[config.mk]
export PLATFORM = sky130hd
export DESIGN_NAME = wb_commit_stage
export DESIGN_NICKNAME = d
export VERILOG_FILES = /design/src/rtl/wb_commit_stage.sv
export SDC_FILE = /design/constraint.sdc
export NUM_CORES = 1
export LEC_CHECK = 0
export ABC_AREA = 0
export CELL_PAD_IN_SITES_DETAIL_PLACEMENT = 2
export CELL_PAD_IN_SITES_GLOBAL_PLACEMENT = 2
export CORE_UTILIZATION = 27
export DETAILED_ROUTE_END_ITERATION = 8
export PLACE_DENSITY_LB_ADDON = 0.25
export SLEW_MARGIN = 15
export SYNTH_ARGS = -nofsm -noshare
export SYNTH_HDL_FRONTEND = slang
export SYNTH_SLANG_ARGS = --single-unit
[constraint.sdc]
create_clock -name clock -period 4.6 [get_ports clock]
set_input_delay 0.46 -clock clock [delete_from_list [all_inputs] [get_ports clock]]
set_output_delay 0.46 -clock clock [all_outputs]
set_load 0.01 [all_outputs]
[src/rtl/wb_commit_stage.sv]
// ---------------------------------------------------------------------------
// wb_commit_stage
//
// Write-back pipeline register (W) of the pipeline. Captures memory-stage
// results one clock after they are presented, resolves a same-register
// dstE/dstM conflict in favour of the memory value, suppresses register
// writes of faulting instructions, freezes the pipeline tail once a
// non-AOK status reaches W, and counts retired instructions.
//
// Ports:
//   clock            rising-edge clock
//   reset            asynchronous, active-low reset
//   M_stat/M_icode   memory-stage status and instruction code
//   M_dstE/M_dstM    memory-stage destinations (4'hF = none)
//   M_valE/m_valM    ALU result / memory read data
//   W_stall          hold the W register
//   W_bubble         load a bubble (INOP) into the W register
//   W_dstE..W_valM   register-file write pair (also used for forwarding)
//   W_icode          latched instruction code
//   Stat             processor status (status held in W)
//   halted           pipeline tail frozen
//   retired          retired-instruction count, wraps modulo 2^CNT_W
// ---------------------------------------------------------------------------
module wb_commit_stage #(
    parameter int CNT_W = 32
) (
    input  logic             clock,
    input  logic             reset,
    input  logic [2:0]       M_stat,
    input  logic [3:0]       M_icode,
    input  logic [3:0]       M_dstE,
    input  logic [3:0]       M_dstM,
    input  logic [63:0]      M_valE,
    input  logic [63:0]      m_valM,
    input  logic             W_stall,
    input  logic             W_bubble,
    output logic [3:0]       W_dstE,
    output logic [63:0]      W_valE,
    output logic [3:0]       W_dstM,
    output logic [63:0]      W_valM,
    output logic [3:0]       W_icode,
    output logic [2:0]       Stat,
    output logic             halted,
    output logic [CNT_W-1:0] retired
);

    localparam logic [2:0] STAT_AOK  = 3'd1;
    localparam logic [2:0] STAT_HLT  = 3'd2;
    localparam logic [2:0] STAT_ADR  = 3'd3;
    localparam logic [2:0] STAT_INS  = 3'd4;
    localparam logic [3:0] REG_NONE  = 4'hF;
    localparam logic [3:0] ICODE_NOP = 4'h1;

    typedef enum logic [0:0] {
        ST_RUN  = 1'b0,
        ST_HALT = 1'b1
    } state_t;

    state_t           state_q,   state_d;
    logic [2:0]       stat_q,    stat_d;
    logic [3:0]       icode_q,   icode_d;
    logic [3:0]       dste_q,    dste_d;
    logic [3:0]       dstm_q,    dstm_d;
    logic [63:0]      vale_q,    vale_d;
    logic [63:0]      valm_q,    valm_d;
    logic             valid_q,   valid_d;
    logic             halted_q,  halted_d;
    logic [CNT_W-1:0] retired_q, retired_d;

    logic m_fault;
    logic m_conflict;
    logic w_retire;

    // Next-state logic for the W register, tail FSM and retire counter.
    always_comb begin
        state_d   = state_q;
        stat_d    = stat_q;
        icode_d   = icode_q;
        dste_d    = dste_q;
        dstm_d    = dstm_q;
        vale_d    = vale_q;
        valm_d    = valm_q;
        valid_d   = valid_q;
        halted_d  = halted_q;
        retired_d = retired_q;

        m_fault    = (M_stat == STAT_ADR) || (M_stat == STAT_INS);
        // popq %rsp: both writes target the same register, memory value wins
        m_conflict = (M_dstE == M_dstM) && (M_dstE != REG_NONE);
        // An instruction retires on the edge it leaves W; a stalled one stays
        w_retire   = valid_q && !W_stall &&
                     ((stat_q == STAT_AOK) || (stat_q == STAT_HLT));

        case (state_q)
            ST_RUN: begin
                if (valid_q && (stat_q != STAT_AOK)) begin
                    // Freeze the tail; kill destinations so no write repeats
                    state_d  = ST_HALT;
                    halted_d = 1'b1;
                    dste_d   = REG_NONE;
                    dstm_d   = REG_NONE;
                end else if (W_stall) begin
                    valid_d = valid_q;
                end else if (W_bubble) begin
                    stat_d  = STAT_AOK;
                    icode_d = ICODE_NOP;
                    dste_d  = REG_NONE;
                    dstm_d  = REG_NONE;
                    vale_d  = 64'd0;
                    valm_d  = 64'd0;
                    valid_d = 1'b0;
                end else begin
                    stat_d  = M_stat;
                    icode_d = M_icode;
                    dste_d  = (m_fault || m_conflict) ? REG_NONE : M_dstE;
                    dstm_d  = m_fault ? REG_NONE : M_dstM;
                    vale_d  = M_valE;
                    valm_d  = m_valM;
                    valid_d = 1'b1;
                end

                if (w_retire) begin
                    retired_d = retired_q + {{(CNT_W-1){1'b0}}, 1'b1};
                end else begin
                    retired_d = retired_q;
                end
            end
            ST_HALT: begin
                halted_d = 1'b1;
            end
            default: begin
                // Unreachable encoding: fail safe by freezing the tail
                state_d  = ST_HALT;
                halted_d = 1'b1;
                dste_d   = REG_NONE;
                dstm_d   = REG_NONE;
            end
        endcase
    end

    // W register, FSM state and retire counter with asynchronous reset.
    always_ff @(posedge clock or negedge reset) begin
        if (!reset) begin
            state_q   <= ST_RUN;
            stat_q    <= STAT_AOK;
            icode_q   <= ICODE_NOP;
            dste_q    <= REG_NONE;
            dstm_q    <= REG_NONE;
            vale_q    <= 64'd0;
            valm_q    <= 64'd0;
            valid_q   <= 1'b0;
            halted_q  <= 1'b0;
            retired_q <= {CNT_W{1'b0}};
        end else begin
            state_q   <= state_d;
            stat_q    <= stat_d;
            icode_q   <= icode_d;
            dste_q    <= dste_d;
            dstm_q    <= dstm_d;
            vale_q    <= vale_d;
            valm_q    <= valm_d;
            valid_q   <= valid_d;
            halted_q  <= halted_d;
            retired_q <= retired_d;
        end
    end

    assign W_dstE  = dste_q;
    assign W_valE  = vale_q;
    assign W_dstM  = dstm_q;
    assign W_valM  = valm_q;
    assign W_icode = icode_q;
    assign Stat    = stat_q;
    assign halted  = halted_q;
    assign retired = retired_q;

endmodule
# After elaboration in Yosys (flattened, before gate mapping)

Cells that the tools add are included.

Bits in registers: 178
Bits of input ports: 147
Output and inout bits: 176
Word-level logic and storage cells: 51

Add/sub/neg operators: 1
Equality and inequality tests: 9
Mux-type cells: 17
Bitwise gates (word level): 3
Reduce and logical (&&, ||, !) cells: 11

Operators by type and width:

| cell                                                                   | count |
|---|---|
| 64-bit 2-to-1 mux                                                      | 2 |
| 4-bit 2-to-1 mux                                                       | 9 |
| 32-bit by 1-bit adder with 32-bit output (second input constant)       | 1 |
| 3-bit by 2-bit equality test with 1-bit output (second input constant) | 2 |
| 4-bit equality test                                                    | 1 |
| 1-bit logical AND                                                      | 4 |
| 1-bit 2-to-1 mux                                                       | 4 |
| 4-bit != test (second input constant)                                  | 1 |
| 2-bit AND reduction                                                    | 2 |
| 3-bit by 1-bit equality test with 1-bit output (second input constant) | 1 |
| 3-bit equality test (second input constant)                            | 1 |
| 1-bit logical OR                                                       | 3 |
| 3-bit 2-to-1 mux                                                       | 1 |
| 3-bit by 1-bit != test with 1-bit output (second input constant)       | 1 |
| 1-bit inverter                                                         | 3 |
| 3-bit AND reduction                                                    | 1 |
| 2-bit by 1-bit != test with 1-bit output (second input constant)       | 1 |
| 2-bit != test (second input constant)                                  | 1 |
| 1-bit case mux with 2 select lines                                     | 1 |
| 1-bit logical NOT                                                      | 1 |

# Longest topological paths before layout

Gate-level depths: netlist (run 1).

Word-level depth: 7
Depth in mapped cells: 7
Mapped depth without buffers: 5

# Worst setup path before layout (run 1)

No wires, ideal clock.

Path kind: register to register
Start: register stat_q[0] (netlist: Stat[0])
End: register dste_q[0] (netlist: W_dstE[0])
Library setup time: 0.084 ns
Arrival: 2.053 ns
Setup slack: 2.463 ns
Stages on the path, launching flop included: 6
Buffers on the path: 1
Clock period less this slack: 2.137 ns
Cell sequence: dfstp_2 or3b_1 a211o_1 or3_1 buf_2 o32a_1

Cells in the longest elaborated chain, start to end: 4

Ends and longest elaborated chain:

| element                                            | line | source |
|---|---|---|
| from (decl)                                        | 60   | `logic [2:0] stat_q, stat_d;` |
| from (signal assigned)                             | 156  | `stat_q <= stat_d;` |
| 3-bit by 1-bit != test with 1-bit output *         | 96   | `if (valid_q && (stat_q != STAT_AOK)) begin` |
| 1-bit logical AND *                                | 96   |  |
| 2-bit by 1-bit != test with 1-bit output (no line) | n/a  |  |
| 2-bit AND reduction (no line)                      | n/a  |  |
| to (signal assigned)                               | 158  | `dste_q <= dste_d;` |
| to (decl)                                          | 62   | `logic [3:0] dste_q, dste_d;` |

Mark *: on every way between the ends. The rest lies on a longest branch, timed or not.
A chain may end at the register's enable or synchronous reset.

# Worst setup path in the final report (run 1)

Start: input W_stall
End: register retired_q[18] (netlist: retired[18])

Cells in the longest elaborated chain, start to end: 4

Ends and longest elaborated chain:

| element                         | line | source |
|---|---|---|
| from (decl)                     | 35   | `input logic W_stall,` |
| 1-bit logical NOT               | 91   | `w_retire = valid_q && !W_stall &&` |
| 1-bit logical AND (2 in series) | 91   |  |
| 2-bit AND reduction (no line)   | n/a  |  |
| to (signal assigned)            | 153  | `retired_q <= {CNT_W{1'b0}};` |
| to (signal assigned)            | 164  | `retired_q <= retired_d;` |
| to (decl)                       | 68   | `logic [CNT_W-1:0] retired_q, retired_d;` |

Every way passes these cells.

==> results.md, run 1 <==
- Row count: 61
- Synth Instances: 769
- Worst-skew pair later-pin latency: 0.43 ns
- Crit path arrival time: 2.69 ns
- TritonCTS clock tree: built
- Layout Area Growth over Synthesis: 55.12%
- DR iter-0 viols: 289
- Largest net degree at the start of global routing: 183
- Final hold viol count: 0
- Fillers: 2,998
- Final wirelength: 26,070 µm
- Max cap viols: 0
- Final ANT Viol Nets: 0
- Vias in the first global route: 7,108
- Reg2reg start: Stat[2]
- Final setup fails: 0
- Cts bufs inserted: 17
- Crit path capture type: register
- Crit-path max FO: 6
- Min Tclk post-route: 2.376 ns
- Area occupied by multi-input gates: 2962 µm²
- CTS Hold Bufs: 0
- Simple-Gate Fraction of Synth Area: 0.2393
- Tot GR Track Use: 0.1830
- Sink Count: 178
- Final hold slack: 0.1112 ns
- Clock H-tree levels: 4
- Wire per inst: 17.87 µm
- Vias/cell: 4.513
- Most frequent cells in the layout: clkdlybuf4s50_1, dfrtp_1, nand2_1
- EDFF count, synth: 0
- Commonest non-fill, non-tap cell in the layout: clkdlybuf4s50_1
- Die width: 170.0 µm
- Clock Tree Buf Depth: 2
- Multiplexer area fraction after synthesis: 0
- RSZ-0062 raised after global routing: no
- FF-to-FF End: retired[18]
- Clock root cell: clkbuf_16
- Starting Density: 0.2742
- Top-area cell type share of the netlist area: 0.5518
- Crit path launch type: input port
- Path depth of the worst reg2reg path: 4
- GRT overflow: 0
- I/O pins: 323
- Register area share after synthesis: 0.5863
- Mapped Area: 7619 µm²
- R2r setup slk: 2.25 ns
- Die area: 28,890 µm²
- Synth async-reset ratio: 1.000
- Synth Area in Adders: 0.001642
- RD Place Congestion: 0.7400
- Clk pin slew, worst setup/hold paths: 0.07 ns
- Setup CP Type: input port to register
- DR vias: 6,585
- Seq cells post-synth: 178
- Hold Crit Class: input port to asynchronous set/reset pin
- Ranking of synthesized cells by area: dfrtp_1, nand2b_1, o21ai_0
- Die height: 170.0 µm
- Post-Synth XOR/XNOR Area: 0.04237
- Area fraction in compound gates after synthesis: 0.1043
- Core footprint: 27,780 µm²
- Period utilization: 0.5165
- Max-slew headroom: 0.2370
- Maximum clock frequency: 420.9 MHz
- Synth unique cells: 35
- Worst-margin pin slew: 1.136 ns
- WP data required: 4.91 ns
- Detail Placement HPWL: 18,320 µm
- Peak supply drop: 0.2010 mV
- Sum Neg Setup Slack: 0 ns
- Layout cells sized above 1: 0.05097
- Drt drc: 0
- PwrDens: 542.6 nW/µm²
- Post_cts resized: 0
- Count of pins over their slew limit: 0
- Worst Skew: 0.01179 ns
- Post-Syn Nets: 917
- Global-route wire length before repair: 40,680 µm
- I/O Buffers: 322
- Yosys warnings: 0
- Initial antenna violation count: 2
- Drt pass-1 iters: 4
- Post-CTS Setup Repair Bufs: 0
- Largest family of logic cells by synthesized area: simple AND/OR/NAND/NOR gates
- Main synth FF type: dfrtp_1
- Synth area leader: dfrtp_1
- Leakage: 4.955 nW
- Nets: 1,215
- Seq. cell area: 4467 µm²
- Synthesized area per cell: 9.907 µm²
- Outcome: completed
==> sequential cells by signal (all words and copies together) (netlist names) <==
signal and flops:
W_icode 4, halted 1, valid_q 1, W_dstM 4, state_q 1, Stat 3, W_dstE 4, W_valE 64
retired 32, W_valM 64
==> logic make-up after synthesis <==
family	count (synthesis)
compound gates	150
xor+xnor	36
fa+ha+maj	1
buf+inv	52
simple gates	352
flops	178
==> critical path, stage by stage <==
cell and delay (ns):
clkdlybuf4s50_1 0.49, or4b_2 0.73, nor3_1 0.63, nand3_1 0.19
xnor2_1 0.18
==> cells in the mapped netlist (2+ instances only) <==
cell type  count
nand4_1       10
nor4_1         4
buf_2          3
xnor2_1       20
a21oi_1        3
and4_1         4
and3_1         3
o22a_1         4
inv_1          5
o21ai_0      136
nor2_1         6
clkbuf_1      44
or4_1          3
nand2b_1     135
o32a_1         4
dfrtp_1      168
nand3_1       14
or2_2          2
dfstp_2       10
nor3_1        13
xor2_1        15
nand2_1      150
==> where the power goes <==
part	leakage, nW	internal [mW]	total [mW]	switching (mW)
Sequential	2.32	2.18	2.52	0.343
Clock	0.298	0.885	1.57	0.688
Combinational	2.34	1.31	2.32	1.01
Total	4.96	4.37	6.41	2.04
==> per-stage QoR <==
step,util,power [mW],cells,area [µm²],worst slack (ns)
after global placement,0.4030,4.821,1426,11200,1.864
after CTS,0.4252,6.543,1457,11810,2.265
after detailed placement,0.4030,4.910,1426,11200,1.801
after floorplan,-,3.250,769,7619,2.463
after global routing,0.4253,6.814,1458,11820,2.157
final,0.4254,6.412,1459,11820,2.224
==> layout make-up <==
cell class	count	share of cell area
Sequential cell	178	0.3780
Timing Repair Buffer	326	0.2773
Multi-Input combinational cell	539	0.2506
Tap cell	378	0.04002
Clock buffer	19	0.03748
Clock inverter	12	0.01461
Inverter	5	0.001588
Antenna cell	2	0.0004235
==> metal layers <==
layer,track usage,share of wire,vias up
li1,-,-,3132
met3,0.07093,0.087,18
met1,0.2168,0.41,3251
met5,0,0,-
met2,0.3061,0.49,184
met4,0.05249,0.013,0
==> how the worst max path moves through the flow <==
stage / start / to / slack (ns) / cells past startpoint
floorplan: Stat[0] / W_dstE[0] / 2.46 / 5
global placement: W_stall / retired[14] / 1.86 / 5
detailed placement: W_stall / retired[14] / 1.80 / 5
CTS: Stat[0] / W_dstE[0] / 2.26 / 4
global route: W_stall / retired[4] / 2.16 / 5
finish: W_stall / retired[18] / 2.22 / 5
No activity file was read; power rests on OpenSTA's default activity.
==> run 2, diff against run 1 <==
CORE_UTILIZATION = 25   (was 27)
clock period = 2.3 ns   (was 4.6 ns; I/O delays follow)
==> results.md, run 2 (same netlist as run 1, synthesis figures left out) <==
- Outcome: completed (unchanged)
- Wire per inst: 18.68 µm (was 17.87 µm)
- CP cell instances: or3b_1, a211o_4, or3_4, o32a_1 (was clkdlybuf4s50_1, or4b_2, nor3_1, nand3_1, xnor2_1)
- Period utilization: 0.9602
- Clock H-tree levels: 4 (unchanged)
- Clock Tree Buf Depth: 2 (unchanged)
- WP buf/inv: 0 (was 1)
- Final hold viol count: 0 (unchanged)
- Crit path capture type: register (unchanged)
- Drt pass-1 iters: 4 (unchanged)
- Layout cells sized above 1: 0.07084 (was 0.05097)
- Vias/cell: 4.526 (was 4.513)
- Sw Share: 0.3294 (was 0.3178)
- Sink Count: 178 (unchanged)
- Crit path arrival time: 2.56 ns (was 2.69 ns)
- WP data required: 2.65 ns (was 4.91 ns)
- Drt drc: 0 (unchanged)
- CP max-delay cell: dfstp_2 (was or4b_2)
- Clock root cell: clkbuf_16 (unchanged)
- Layout Area Growth over Synthesis: 57.66% (was 55.12%)
- Crit path launch type: register (was input port)
- DR vias: 6,758 (was 6,585)
- Placed cell count: 1,457 (was 1,426)
- I/O pins: 323 (unchanged)
- Comb pwr share: 0.375 (was 0.362)
- Worst Setup SP: Stat[0] (was W_stall)
- Place WS: -0.02291 ns (was 1.801 ns)
- Clock power frac: 0.231 (was 0.245)
- Row count: 63 (was 61)
- Final hold slack: 0.2900 ns (was 0.1112 ns)
- Leakage: 5.072 nW (was 4.955 nW)
- Hold Startpoint: W_bubble
- Die width: 176.6 µm (was 170.0 µm)
- Final wirelength: 27,900 µm (was 26,070 µm)
- RSZ-0062 raised after global routing: no (unchanged)
- I/O Buffers: 322 (unchanged)
- Core footprint: 29,800 µm² (was 27,780 µm²)
- Worst-margin pin slew: 0.6025 ns (was 1.136 ns)
- Setup CP Type: register to register (was input port to register)
- TritonCTS clock tree: built (unchanged)
- Nets: 1,236 (was 1,215)
- Total internal power: 8.506 mW (was 4.374 mW)
- Initial antenna violation count: 2 (unchanged)
- Detail Placement HPWL: 19,260 µm (was 18,320 µm)
- Worst-skew pair later-pin latency: 0.43 ns (about the same)
- Sequential power share: 0.393 (about the same)
- Most frequent cells in the layout: clkdlybuf4s50_1, dfrtp_1, nand2_1 (unchanged)
- Worst Skew: 0.01514 ns (was 0.01179 ns)
- Cts bufs inserted: 17 (unchanged)
- Placement Cell Area: 11,380 µm² (was 11,200 µm²)
- Hold Crit Class: input port to register (was input port to asynchronous set/reset pin)
- Global-route wire length before repair: 42,180 µm (was 40,680 µm)
- Die height: 176.6 µm (was 170.0 µm)
- Commonest non-fill, non-tap cell in the layout: clkdlybuf4s50_1 (unchanged)
- Switch Pwr: 4.177 mW (was 2.038 mW)
- Die area: 31,180 µm² (was 28,890 µm²)
- PwrDens: 1056 nW/µm² (was 542.6 nW/µm²)
- Max cap viols: 0 (unchanged)
- Final setup margin: 0.09148 ns (was 2.224 ns)
- CP max stage delay: 0.54 ns (was 0.73 ns)
- Starting Density: 0.2557 (was 0.2742)
- Total power draw: 12.68 mW (was 6.412 mW)
- Max-slew headroom: 0.5984 (was 0.2370)
- Final setup fails: 0 (unchanged)
- RD Place Congestion: 0.7829 (was 0.7400)
- Min Tclk post-route: 2.209 ns
- Reg2reg start: Stat[0] (was Stat[2])
- Vias in the first global route: 7,368 (was 7,108)
- Clk pin slew, worst setup/hold paths: 0.07 ns (about the same)
- Post-route cell area: 12,010 µm² (was 11,820 µm²)
- Count of pins over their slew limit: 0 (unchanged)
- Final ANT Viol Nets: 0 (unchanged)
- Largest net degree at the start of global routing: 273 (was 183)
- Non-Filler Instances: 1,493 (was 1,459)
- Peak supply drop: 0.3833 mV (was 0.2010 mV)
- Maximum clock frequency: 452.8 MHz
- Crit-path max FO: 8 (was 6)
- CP delay by family, top: simple AND/OR/NAND/NOR gates (unchanged)
- DR iter-0 viols: 250 (was 289)
- Tot GR Track Use: 0.1754 (was 0.1830)
- GRT overflow: 0 (unchanged)
[run 2: worst paths after layout]
path / to / slack (ns) / depth (start not counted)
worst min register to register: halted / 0.47 / 1
min in group asynchronous: retired[7] / 0.34 / 2
worst max-delay path: W_dstE[0] / 0.09 / 4
worst min-delay path: W_icode[0] / 0.29 / 3
worst max register to register: W_dstE[0] / 0.09 / 4
max in group asynchronous: W_valE[38] / 1.23 / 3
[run 2: repair_timing]
item,CTS,global route
pin swaps,0,1
buffers inserted,0,0
gates cloned,0,1
endpoints found under the hold margin,50,0
hold buffers,1,0
endpoints found under the setup margin,2,57
resized for setup,1,1
[run 2: power groups by stage]
stage | clock (mW) | combinational (mW) | sequential, mW
final | 2.93 | 4.76 | 4.99
after global routing | 3.15 | 5.20 | 5.16
after CTS | 3.05 | 4.87 | 5.02
after detailed placement | 0 | 4.83 | 5.06
after global placement | 0 | 4.73 | 4.99
after floorplan | 0 | 0.911 | 5.59
[run 2: area by class of cell]
cell class | instances | area (µm²)
inverters | 5 | 18.77
well taps | 390 | 488.0
flip-flops and latches | 178 | 4467
fillers | 3198 | 17780
diodes | 2 | 5.005
clock buffers | 18 | 439.2
clock inverters | 14 | 137.6
repair buffers | 347 | 3490
multi-input cells | 539 | 2967
[run 2: tightest hold or removal path: cells and delay by family]
family                 cells  cell delay [ns]
buffers and inverters      1             0.25
AND/OR/NAND/NOR            1             0.15
AO/OA/AOI/OAI              1             0.07
[run 2: per-layer routing]
| layer | wire (µm) | track usage | share of wire |
|---|---|---|---|
| met2 | 13600 | 0.2892 | 0.49 |
| met4 | 523 | 0.05747 | 0.019 |
| met5 | 0 | 0 | 0 |
| met1 | 11260 | 0.2039 | 0.40 |
| met3 | 2515 | 0.07472 | 0.090 |
[run 2: stage by stage]
stage	TNS, ns	util
floorplan	0	-
detailed placement	-0.03680	0.3820
global route	0	0.4030
finish	0	0.4031
CTS	0	0.4019
global placement	0	0.3820
